$ cat src/rtl/di_bus_arbiter_pkg.sv
// Shared definitions for the two-master DI bus arbiter.
package di_bus_arbiter_pkg;

   localparam int NUM_MASTERS = 2;

   // Endpoint address parked on the bus when nobody owns it; decodes to no terminal.
   localparam logic [15:0] IDLE_EP_DEFAULT = 16'hFFFF;

   typedef enum logic [1:0] {
      ST_IDLE   = 2'd0,
      ST_SETTLE = 2'd1,
      ST_BUSY   = 2'd2,
      ST_DRAIN  = 2'd3
   } state_t;

   // One-hot grant vector for a master index.
   function automatic logic [NUM_MASTERS-1:0] onehot2(input logic idx);
      return idx ? 2'b10 : 2'b01;
   endfunction

endpackage

$ cat src/rtl/di_bus_arbiter_if.sv
// Slave-side DI terminal bus: addresses, strobes, data and ready handshake.
interface di_bus_arbiter_if
   import di_bus_arbiter_pkg::*;
#(
   parameter int ADDR_W = 16,
   parameter int DATA_W = 16
);
   logic [ADDR_W-1:0] diEpAddr;
   logic [ADDR_W-1:0] diRegAddr;
   logic              diRead;
   logic              diWrite;
   logic [DATA_W-1:0] diRegDataIn;
   logic [DATA_W-1:0] diRegDataOut;
   logic              rd_ready;
   logic              wr_ready;

   // The arbiter drives the terminal bus.
   modport master (
      output diEpAddr, diRegAddr, diRead, diWrite, diRegDataIn,
      input  diRegDataOut, rd_ready, wr_ready
   );

   // The terminal answers with read data and readies.
   modport slave (
      input  diEpAddr, diRegAddr, diRead, diWrite, diRegDataIn,
      output diRegDataOut, rd_ready, wr_ready
   );
endinterface

$ cat src/rtl/di_bus_arbiter_rr_grant.sv
// Two-way round-robin pick with a pointer holding the last released master.
module di_rr_grant
   import di_bus_arbiter_pkg::*;
(
   input  logic                   clk,
   input  logic                   rst_n,
   input  logic [NUM_MASTERS-1:0] req,
   input  logic                   update,
   input  logic                   last_idx,
   output logic                   pick,
   output logic                   any
);
   logic last_q;

   // Record the master that just released; reset to 1 so master 0 wins the first tie.
   always_ff @(posedge clk or negedge rst_n) begin
      if (!rst_n)
         last_q <= 1'b1;
      else if (update)
         last_q <= last_idx;
   end

   // A lone requester wins outright; on a tie the master not served last wins.
   always_comb begin
      any = |req;
      if (req == 2'b11)
         pick = ~last_q;
      else
         pick = req[1];
   end
endmodule

$ cat src/rtl/di_bus_arbiter.sv
// Shares one DI terminal bus between the HostInterface (master 0) and the
// init sequencer (master 1). Whole transactions are granted; an address
// settle gap precedes the first ready, read data is steered back to the
// issuing master, and a stuck slave is flagged with timeout_err.
module di_bus_arbiter
   import di_bus_arbiter_pkg::*;
#(
   parameter int                ADDR_W  = 16,
   parameter int                DATA_W  = 16,
   parameter int                SETTLE  = 2,
   parameter int                TIMEOUT = 255,
   parameter logic [ADDR_W-1:0] IDLE_EP = ADDR_W'(IDLE_EP_DEFAULT)
)(
   input  logic                          if_clock,
   input  logic                          resetb,
   input  logic [NUM_MASTERS-1:0]        m_req,
   input  logic [NUM_MASTERS*ADDR_W-1:0] m_ep_addr,
   input  logic [NUM_MASTERS*ADDR_W-1:0] m_reg_addr,
   input  logic [NUM_MASTERS-1:0]        m_read,
   input  logic [NUM_MASTERS-1:0]        m_write,
   input  logic [NUM_MASTERS*DATA_W-1:0] m_data_in,
   output logic [NUM_MASTERS-1:0]        m_gnt,
   output logic [NUM_MASTERS-1:0]        m_rd_ready,
   output logic [NUM_MASTERS-1:0]        m_wr_ready,
   output logic [DATA_W-1:0]             m_data_out,
   output logic [NUM_MASTERS-1:0]        m_rvalid,
   di_bus_arbiter_if.master              bus,
   output logic                          timeout_err
);
   localparam logic [2:0] SETTLE_LAST = 3'(SETTLE - 1);
   localparam logic [7:0] TO_MAX      = 8'(TIMEOUT);
   localparam logic [7:0] TO_LAST     = 8'(TIMEOUT - 1);

   state_t            state;
   logic              g_q;
   logic [2:0]        settle_cnt;
   logic [7:0]        to_cnt;
   logic              wanted;
   logic [ADDR_W-1:0] ep_q;
   logic [ADDR_W-1:0] reg_q;

   logic              rvalid_pipe;
   logic              rv_idx;
   logic [DATA_W-1:0] data_hold;

   logic              busy;
   logic              rd_fire;
   logic              wr_fire;
   logic              blocked;
   logic              release_bus;
   logic              rr_pick;
   logic              rr_any;
   logic [ADDR_W-1:0] pick_ep;
   logic [ADDR_W-1:0] pick_reg;
   logic [DATA_W-1:0] sel_data;

   di_rr_grant u_rr (
      .clk      (if_clock),
      .rst_n    (resetb),
      .req      (m_req),
      .update   (release_bus),
      .last_idx (g_q),
      .pick     (rr_pick),
      .any      (rr_any)
   );

   assign busy     = (state == ST_BUSY);
   assign rd_fire  = busy & m_read[g_q] & bus.rd_ready;
   assign wr_fire  = busy & m_write[g_q] & bus.wr_ready;
   assign blocked  = busy & ((m_read[g_q] & ~bus.rd_ready) | (m_write[g_q] & ~bus.wr_ready));
   assign pick_ep  = rr_pick ? m_ep_addr[2*ADDR_W-1:ADDR_W]  : m_ep_addr[ADDR_W-1:0];
   assign pick_reg = rr_pick ? m_reg_addr[2*ADDR_W-1:ADDR_W] : m_reg_addr[ADDR_W-1:0];
   assign sel_data = g_q ? m_data_in[2*DATA_W-1:DATA_W] : m_data_in[DATA_W-1:0];

   assign bus.diEpAddr    = ep_q;
   assign bus.diRegAddr   = reg_q;
   assign bus.diRead      = rd_fire;
   assign bus.diWrite     = wr_fire;
   assign bus.diRegDataIn = busy ? sel_data : '0;

   // Cycles on which the bus returns to IDLE; also advances the round-robin pointer.
   always_comb begin
      release_bus = 1'b0;
      case (state)
         ST_SETTLE: release_bus = ~m_req[g_q];
         ST_BUSY:   release_bus = ~m_req[g_q] & ~rd_fire;
         ST_DRAIN:  release_bus = 1'b1;
         default:   release_bus = 1'b0;
      endcase
   end

   // Readies reach only the granted master, and only once the address has settled.
   always_comb begin
      m_rd_ready = '0;
      m_wr_ready = '0;
      if (busy) begin
         m_rd_ready[g_q] = bus.rd_ready;
         m_wr_ready[g_q] = bus.wr_ready;
      end
   end

   // Grant/settle/busy/drain sequencing, address latch and slave-ready timeout.
   always_ff @(posedge if_clock or negedge resetb) begin
      if (!resetb) begin
         state       <= ST_IDLE;
         m_gnt       <= '0;
         g_q         <= 1'b0;
         settle_cnt  <= '0;
         to_cnt      <= '0;
         wanted      <= 1'b0;
         timeout_err <= 1'b0;
         ep_q        <= IDLE_EP;
         reg_q       <= '0;
      end else begin
         timeout_err <= 1'b0;
         case (state)
            ST_IDLE: begin
               if (rr_any) begin
                  state      <= ST_SETTLE;
                  g_q        <= rr_pick;
                  m_gnt      <= onehot2(rr_pick);
                  ep_q       <= pick_ep;
                  reg_q      <= pick_reg;
                  settle_cnt <= '0;
                  to_cnt     <= '0;
                  wanted     <= 1'b0;
               end
            end
            ST_SETTLE: begin
               settle_cnt <= settle_cnt + 3'd1;
               if (!m_req[g_q]) begin
                  state <= ST_IDLE;
                  m_gnt <= '0;
                  ep_q  <= IDLE_EP;
               end else if (settle_cnt == SETTLE_LAST) begin
                  state <= ST_BUSY;
               end
            end
            ST_BUSY: begin
               // Count cycles a strobe waits on a low ready; pulse once, then saturate silently.
               if (rd_fire | wr_fire) begin
                  to_cnt <= '0;
                  wanted <= 1'b0;
               end else if (blocked | wanted) begin
                  wanted <= 1'b1;
                  if (to_cnt != TO_MAX) begin
                     to_cnt <= to_cnt + 8'd1;
                     if (to_cnt == TO_LAST)
                        timeout_err <= 1'b1;
                  end
               end
               if (!m_req[g_q]) begin
                  if (rd_fire) begin
                     // Keep the address one more cycle so the slave can return the data.
                     state <= ST_DRAIN;
                  end else begin
                     state <= ST_IDLE;
                     m_gnt <= '0;
                     ep_q  <= IDLE_EP;
                  end
               end
            end
            ST_DRAIN: begin
               state <= ST_IDLE;
               m_gnt <= '0;
               ep_q  <= IDLE_EP;
            end
            default: state <= ST_IDLE;
         endcase
      end
   end

   // Read return: remember who issued the read and capture the slave data a cycle later.
   always_ff @(posedge if_clock or negedge resetb) begin
      if (!resetb) begin
         rvalid_pipe <= 1'b0;
         rv_idx      <= 1'b0;
         data_hold   <= '0;
      end else begin
         rvalid_pipe <= rd_fire;
         if (rd_fire)
            rv_idx <= g_q;
         if (rvalid_pipe)
            data_hold <= bus.diRegDataOut;
      end
   end

   // Steer the returned data valid to the issuing master; data holds between returns.
   always_comb begin
      m_rvalid         = '0;
      m_rvalid[rv_idx] = rvalid_pipe;
      m_data_out       = rvalid_pipe ? bus.diRegDataOut : data_hold;
   end
endmodule

$ cat src/flat_wrapper.sv
// flat-port wrapper written by rule: the top's interface ports become plain ports
module di_bus_arbiter_flat import di_bus_arbiter_pkg::*;
#(
   parameter int                ADDR_W  = 16,
   parameter int                DATA_W  = 16,
   parameter int                SETTLE  = 2,
   parameter int                TIMEOUT = 255,
   parameter logic [ADDR_W-1:0] IDLE_EP = ADDR_W'(IDLE_EP_DEFAULT)
)
  (if_clock, resetb, m_req, m_ep_addr, m_reg_addr, m_read, m_write, m_data_in, m_gnt, m_rd_ready, m_wr_ready, m_data_out, m_rvalid, timeout_err, bus_diEpAddr, bus_diRegAddr, bus_diRead, bus_diWrite, bus_diRegDataIn, bus_diRegDataOut, bus_rd_ready, bus_wr_ready);
  di_bus_arbiter_if #(.ADDR_W(ADDR_W), .DATA_W(DATA_W)) bus_i ();
  input  logic if_clock;
  input  logic resetb;
  input  logic [NUM_MASTERS-1:0] m_req;
  input  logic [NUM_MASTERS*ADDR_W-1:0] m_ep_addr;
  input  logic [NUM_MASTERS*ADDR_W-1:0] m_reg_addr;
  input  logic [NUM_MASTERS-1:0] m_read;
  input  logic [NUM_MASTERS-1:0] m_write;
  input  logic [NUM_MASTERS*DATA_W-1:0] m_data_in;
  output logic [NUM_MASTERS-1:0] m_gnt;
  output logic [NUM_MASTERS-1:0] m_rd_ready;
  output logic [NUM_MASTERS-1:0] m_wr_ready;
  output logic [DATA_W-1:0] m_data_out;
  output logic [NUM_MASTERS-1:0] m_rvalid;
  output logic timeout_err;
  output wire logic [$bits(bus_i.diEpAddr)-1:0] bus_diEpAddr;
  output wire logic [$bits(bus_i.diRegAddr)-1:0] bus_diRegAddr;
  output wire logic [$bits(bus_i.diRead)-1:0] bus_diRead;
  output wire logic [$bits(bus_i.diWrite)-1:0] bus_diWrite;
  output wire logic [$bits(bus_i.diRegDataIn)-1:0] bus_diRegDataIn;
  input wire logic [$bits(bus_i.diRegDataOut)-1:0] bus_diRegDataOut;
  input wire logic [$bits(bus_i.rd_ready)-1:0] bus_rd_ready;
  input wire logic [$bits(bus_i.wr_ready)-1:0] bus_wr_ready;
  assign bus_diEpAddr = bus_i.diEpAddr;
  assign bus_diRegAddr = bus_i.diRegAddr;
  assign bus_diRead = bus_i.diRead;
  assign bus_diWrite = bus_i.diWrite;
  assign bus_diRegDataIn = bus_i.diRegDataIn;
  assign bus_i.diRegDataOut = bus_diRegDataOut;
  assign bus_i.rd_ready = bus_rd_ready;
  assign bus_i.wr_ready = bus_wr_ready;
  di_bus_arbiter #(.ADDR_W(ADDR_W), .DATA_W(DATA_W), .SETTLE(SETTLE), .TIMEOUT(TIMEOUT), .IDLE_EP(IDLE_EP)) u_core (.if_clock(if_clock), .resetb(resetb), .m_req(m_req), .m_ep_addr(m_ep_addr), .m_reg_addr(m_reg_addr), .m_read(m_read), .m_write(m_write), .m_data_in(m_data_in), .m_gnt(m_gnt), .m_rd_ready(m_rd_ready), .m_wr_ready(m_wr_ready), .m_data_out(m_data_out), .m_rvalid(m_rvalid), .bus(bus_i), .timeout_err(timeout_err));
endmodule
$ cat config.mk
export PLATFORM = sky130hd
export DESIGN_NAME = di_bus_arbiter_flat
export DESIGN_NICKNAME = d
export VERILOG_FILES = /design/src/rtl/di_bus_arbiter_pkg.sv /design/src/rtl/di_bus_arbiter_if.sv /design/src/rtl/di_bus_arbiter_rr_grant.sv /design/src/rtl/di_bus_arbiter.sv /design/src/flat_wrapper.sv
export SDC_FILE = /design/constraint.sdc
export NUM_CORES = 1
export LEC_CHECK = 0
export CAP_MARGIN = 40
export CORE_ASPECT_RATIO = 0.5
export CORE_MARGIN = 1
export CORE_UTILIZATION = 40
export CTS_BUF_LIST = sky130_fd_sc_hd__clkbuf_2
export CTS_CLUSTER_SIZE = 25
export DETAILED_ROUTE_END_ITERATION = 16
export GPL_TIMING_DRIVEN = 0
export HOLD_SLACK_MARGIN = 0.08
export PLACE_DENSITY = 0.83
export SLEW_MARGIN = 5
export SYNTH_ARGS = -nofsm -noshare
export SYNTH_HDL_FRONTEND = slang
export SYNTH_SLANG_ARGS = --single-unit
$ cat constraint.sdc
create_clock -name if_clock -period 2.2 [get_ports if_clock]
set_input_delay 0.44 -clock if_clock [delete_from_list [all_inputs] [get_ports if_clock]]
set_output_delay 0.44 -clock if_clock [all_outputs]
set_load 0.02 [all_outputs]
* Yosys cells after proc, flatten, opt, wreduce, memory -nomap -nowiden *
Cells that the tools add are included.
W data, S select, Z words.

operators by class
  add/subtract/negate cells = 2
  $lt $le $gt $ge = 4
  eq/ne operators = 14
  muxes and demuxes = 52
  bitwise gates (word level) = 19
  reduce and logical (&&, ||, !) cells = 12

operator list
  operator               number
  $mux W16               9
  $pmux W16 S4           1
  $mux W8                4
  $mux W2                12
  $mux W1                17
  $pmux W2 S4            2
  $pmux W8 S2            1
  $ne A3 B3 Y1 const B   3
  $add A8 B1 Y8 const B  1
  $and A1 B1 Y1          8
  $eq A8 B8 Y1 const B   1
  $ne A8 B8 Y1 const B   1
  $reduce_and A4 Y1      2
  $and A2 B2 Y2          3
  $eq A2 B2 Y1 const B   3
  $ne A2 B2 Y1 const B   3
  $pmux W3 S2            1
  $reduce_and A3 Y1      2
  $not A1 Y1             5
  $lt A1 B2 Y1 const B   2
  $reduce_and A2 Y1      2
  $reduce_bool A2 Y1     2
  $add A3 B1 Y3 const B  1
  $eq A3 B1 Y1 const B   1
  11 further kinds       16

word-level totals
  flip-flop bits (word level) = 69
  logic and storage cells = 116

* Depth between registers and ports, before layout *
  depth after elaboration = 9
  mapped depth = 8
  depth with buffers taken out = 6

* By module *
A second synthesis with hierarchy kept.

second synthesis, totals
  cells, all modules = 341
  area, all modules = 3,706.1 µm²

modules (own cells, without submodules)
  module          instances  cells an instance  area each (µm²)  sequential area each (µm²)
  di_bus_arbiter  1          337                3,651.0          1,721.7
  di_rr_grant     1          4                  55.1             26.3

* Worst setup path after synthesis *
Ideal clock, no wire load.

  kind = register to output
  start = reg u_core.rvalid_pipe
  end = out m_data_out[10]
  data arrival time = 1.368 ns
  required time = 1.760 ns
  slack = 0.392 ns
  cell stages (with the launch flop) = 4
  cell sequence = dfrtp_1 -> clkbuf_1 -> clkbuf_1 -> mux2_2

on the way
  longest elaborated chain between the ends = 1

RTL lines
  item                      RTL line               source
  start: declaration        di_bus_arbiter.sv:42   logic rvalid_pipe;
  start signal: assignment  di_bus_arbiter.sv:180  rvalid_pipe <= rd_fire;
  $mux W16                  di_bus_arbiter.sv:192  m_data_out = rvalid_pipe ? bus.diRegDataOut : data_hold;
  end: declaration          flat_wrapper.sv:23     output logic [DATA_W-1:0] m_data_out;

No other way between the ends.

* Worst setup path after layout *
  start = reg u_core.g_q
  end = out m_wr_ready[1]

on the way
  longest elaborated chain between the ends = 6
  elaborated cells on any way between the ends = 7

RTL lines
  item                                                                RTL line               source
  start: declaration                                                  di_bus_arbiter.sv:35   logic g_q;
  start signal: assignment                                            di_bus_arbiter.sv:120  g_q <= rr_pick;
  $lt A1 B2 Y1 (implied by the code) or $ge A1 B1 Y1 (tied branches)  di_bus_arbiter.sv:98   m_wr_ready[g_q] = bus.wr_ready;
  $logic_and A1 B1 Y1 (implied by the code)                           di_bus_arbiter.sv:98
  $mux W1 (implied by the code)                                       di_bus_arbiter.sv:98
  $demux W1 S1 *                                                      --
  $and A2 B2 Y2 (no source line) *                                    --
  $mux W2 *                                                           di_bus_arbiter.sv:96   if (busy) begin
  end: declaration                                                    flat_wrapper.sv:22     output logic [NUM_MASTERS-1:0] m_wr_ready;

Every way passes the cells marked *; elsewhere a longest branch is shown, timed or not.

==> impl_metrics.tcl <==
set metrics [dict create \
    clockBufferDepth 2 \
    worstPathRequired_ns 1.76 \
    startpoint_type "flip-flop" \
    rsz0062_at_grt "true" \
    start_util_pct 42.9 \
    final_area_um2 6030 \
    cts_tree "done" \
    synthAdderAreaFrac_pct 1.40 \
    crit_family "buffers and inverters" \
    power_frac_clock_pct 11.2 \
    crit_buf_inv 5 \
    grt_max_degree 51 \
    worstReg2RegStart "u_core.g_q$_DFFE_PN0P_" \
    yosysSeqAreaShare_pct 48.8 \
    synth-edff-count 0 \
    hold_path_class "primary input to async pin" \
    cts.sinks 69 \
    dpl_cell_area_um2 5710 \
    muxShareOfSynthArea_pct 16.8 \
    max_freq_mhz 448 \
    maxCapViolCount 0 \
    vias 3670 \
    synthTopCellsByCount "nor2_1, dfrtp_1, mux2i_1" \
    synth-xor-area-share_pct 0 \
    yosysUniqueCellTypes 47 \
    multi_input_area_um2 1820 \
    rows 23 \
    p_leak_nw 2.67 \
    startpoint "u_core.g_q$_DFFE_PN0P_" \
    diodes 0 \
    max_stage_delay_ns 0.40 \
    power_density_nw_per_um2 1080 \
    fin_crit_sh_pct 102 \
    internal_power_w 0.00375 \
    drt_iter0_markers 240 \
    holdWs_ns 0.301 \
    dp_hpwl_mm 8.53 \
    r2r_end "u_core.to_cnt[0]$_DFFE_PN0P_" \
    synth-compound-area-share_pct 10.9 \
    worstPathArrival_ns 1.79 \
    peakVddDrop_mv 0.519 \
    syn_area_per_cell_um2 9.76 \
    pwr-share-comb_pct 57.3 \
    syn-num-nets 493 \
    ys_seq_elements 69 \
    synth-main-ff-cell "dfrtp_1" \
    grt_pass1_vias 3576 \
    seqCellArea_um2 1750 \
    grt_usage_pct 25.2 \
    htree_num_levels 3 \
    clock_latency_ns 0.55 \
    place.gp.congestion 0.892 \
    critPathCaptureType "output port" \
    slew-limit-headroom_pct 65.3 \
    cts_inserted_buffers 9 \
    numPortBuffers 196 \
    core_um2 8350 \
    status "finished, violations left" \
    ios 197 \
    hold_viol 0 \
    swShare_pct 42.1 \
    yosysWarnings 0 \
    fp.dieH_um 68.9 \
    synth_area_leaders "dfrtp_1, dfstp_2, mux2i_1" \
    ant_nets 0 \
    seqPwrFrac_pct 31.4 \
    period_needed_ns 2.23 \
    wl_per_cell_um 16.4 \
    violations "setup timing" \
    routed_wl_mm 11.6 \
    antenna_found_initial 0 \
    grt_overflow 0 \
    async_reset_ff_share_pct 100 \
    finClkSkew_ns 0.0204 \
    clk_pin_slew_worst_paths_ns 0.18 \
    area_delta_synth_final_pct 68.2 \
    drv_slew 0 \
    slowest_stage "dfrtp_1" \
    die_area_um2 9360 \
    drc 0 \
    drive_above_1_share_pct 24.5 \
    synth_top_area_share_pct 36.3 \
    netlist_area_um2 3580 \
    first_pass_iters 5 \
    grt_pass1_wl_mm 17.4 \
    fillers 638 \
    yosys.area.top_type "dfrtp_1" \
    r2r_cells 8 \
    fin_ws_ns -0.0335 \
    worstPathCellList "buf_6 > buf_6 > clkbuf_16 > buf_2 > and3_1 > buf_2" \
    synthSimpleGateAreaFrac_pct 18.6 \
    via_per_inst 5.19 \
    rrSetupSlack_ns 0.06 \
    synth_cells 367 \
    worstSetupPathType "flip-flop to output port" \
    p_sw_w 0.00273 \
    die_w_um 136 \
    ctsRootBufferMaster "clkbuf_2" \
    tightest_slew_ns 0.506 \
    crit_fanout 6 \
    synth_top_family_by_area "simple AND/OR/NAND/NOR gates" \
    final_nets 716 \
    finalSetupViolCount 2 \
    synth.most_common_cell "nor2_1" \
]
==> layout by cell type, fill, tap and decap left out, types with 17 or more instances in the layout <==
cell and count:
dfstp_2 17, mux2_2 18, mux2i_1 36, nand2_1 34, buf_2 24, dfrtp_1 51
clkdlybuf4s50_1 139, nor3_1 26, o21ai_0 27, nor2_1 54, buf_4 24
==> stage by stage <==
step	setup TNS (ns)	instances	power (W)	setup WS, ns	util [%]
detailed placement	-14.61	676	0.00559	-0.518	68.4
floorplan	0	367	0.00403	0.392	-
global route	-1.98	707	0.00689	-0.145	72.2
finish	-0.0447	707	0.00649	-0.0335	72.2
CTS	-0.0777	702	0.00636	-0.0542	70.4
global placement	-116.60	675	0.00549	-1.70	68.1
==> power by group through the flow <==
| stage | Combinational (W) | Clock, W | Sequential [W] |
|---|---|---|---|
| floorplan | 0.00165 | 0 | 0.00238 |
| global placement | 0.00344 | 0 | 0.00204 |
| detailed placement | 0.00351 | 0 | 0.00207 |
| CTS | 0.00358 | 0.000747 | 0.00204 |
| global route | 0.00398 | 0.000805 | 0.00210 |
| finish | 0.00372 | 0.000728 | 0.00204 |
==> final cells by class <==
type	count	area share, %
clock inverters	5	0.851
flip-flops and latches	69	29.0
clock buffers	11	0.913
repair buffers	214	33.7
well taps	112	2.33
multi-input cells	271	30.2
plain buffers	19	2.59
inverters	6	0.415
==> what timing repair did <==
item / CTS / global route
setup endpoints to repair: 51 / 51
pin swaps: 0 / 11
hold buffers: 1 / 0
resized for setup: 177 / 51
hold endpoints to repair: 59 / 0
buffers inserted: 11 / 5
==> worst register-to-register path, stage by stage (launching register included) <==
cell	delay, ns
dfrtp_1	0.40
buf_6	0.14
buf_4	0.13
mux2_4	0.31
buf_4	0.15
a221oi_4	0.48
nand2b_4	0.25
o21ai_1	0.08
a21boi_1	0.12
==> logic make-up after synthesis <==
family                     after synthesis
muxes                                   57
AOI/OAI and AO/OA                       62
buffers and inverters                   27
and+or+nand+nor                        148
DFF                                     69
adders and majority gates                4
==> layer usage <==
| metal | vias to the layer above | share of wire [%] | global-route usage [%] |
|---|---|---|---|
| met5 | - | 0 | 0 |
| met4 | 0 | 2.0 | 9.86 |
| met3 | 22 | 6.5 | 7.68 |
| met2 | 157 | 53 | 46.2 |
| met1 | 1756 | 39 | 28.1 |
| li1 | 1735 | - | - |
==> sequential cells by signal (all words and copies together) (netlist names) <==
signal	count
u_core.data_hold	16
u_core.settle_cnt	3
u_core.to_cnt	8
u_core.state	2
u_core.g_q	1
u_core.rvalid_pipe	1
u_core.bus.diEpAddr	16
u_core.bus.diRegAddr	16
u_core.timeout_err	1
u_core.wanted	1
u_core.m_gnt	2
u_core.rv_idx	1
u_core.u_rr.last_q	1
==> worst max-delay path by stage <==
stage                                           endpoint  slack, ns  depth (start not counted)
final                                      m_wr_ready[1]      -0.03                          6
after global routing                       m_wr_ready[1]      -0.14                          6
after CTS                            bus_diRegDataIn[11]      -0.05                          6
after detailed placement                      bus_diRead      -0.52                          5
after global placement    u_core.data_hold[10]$_DFF_PN0_      -1.70                          1
after floorplan                           m_data_out[10]       0.39                          3
Power figures use the tool's default switching activity.
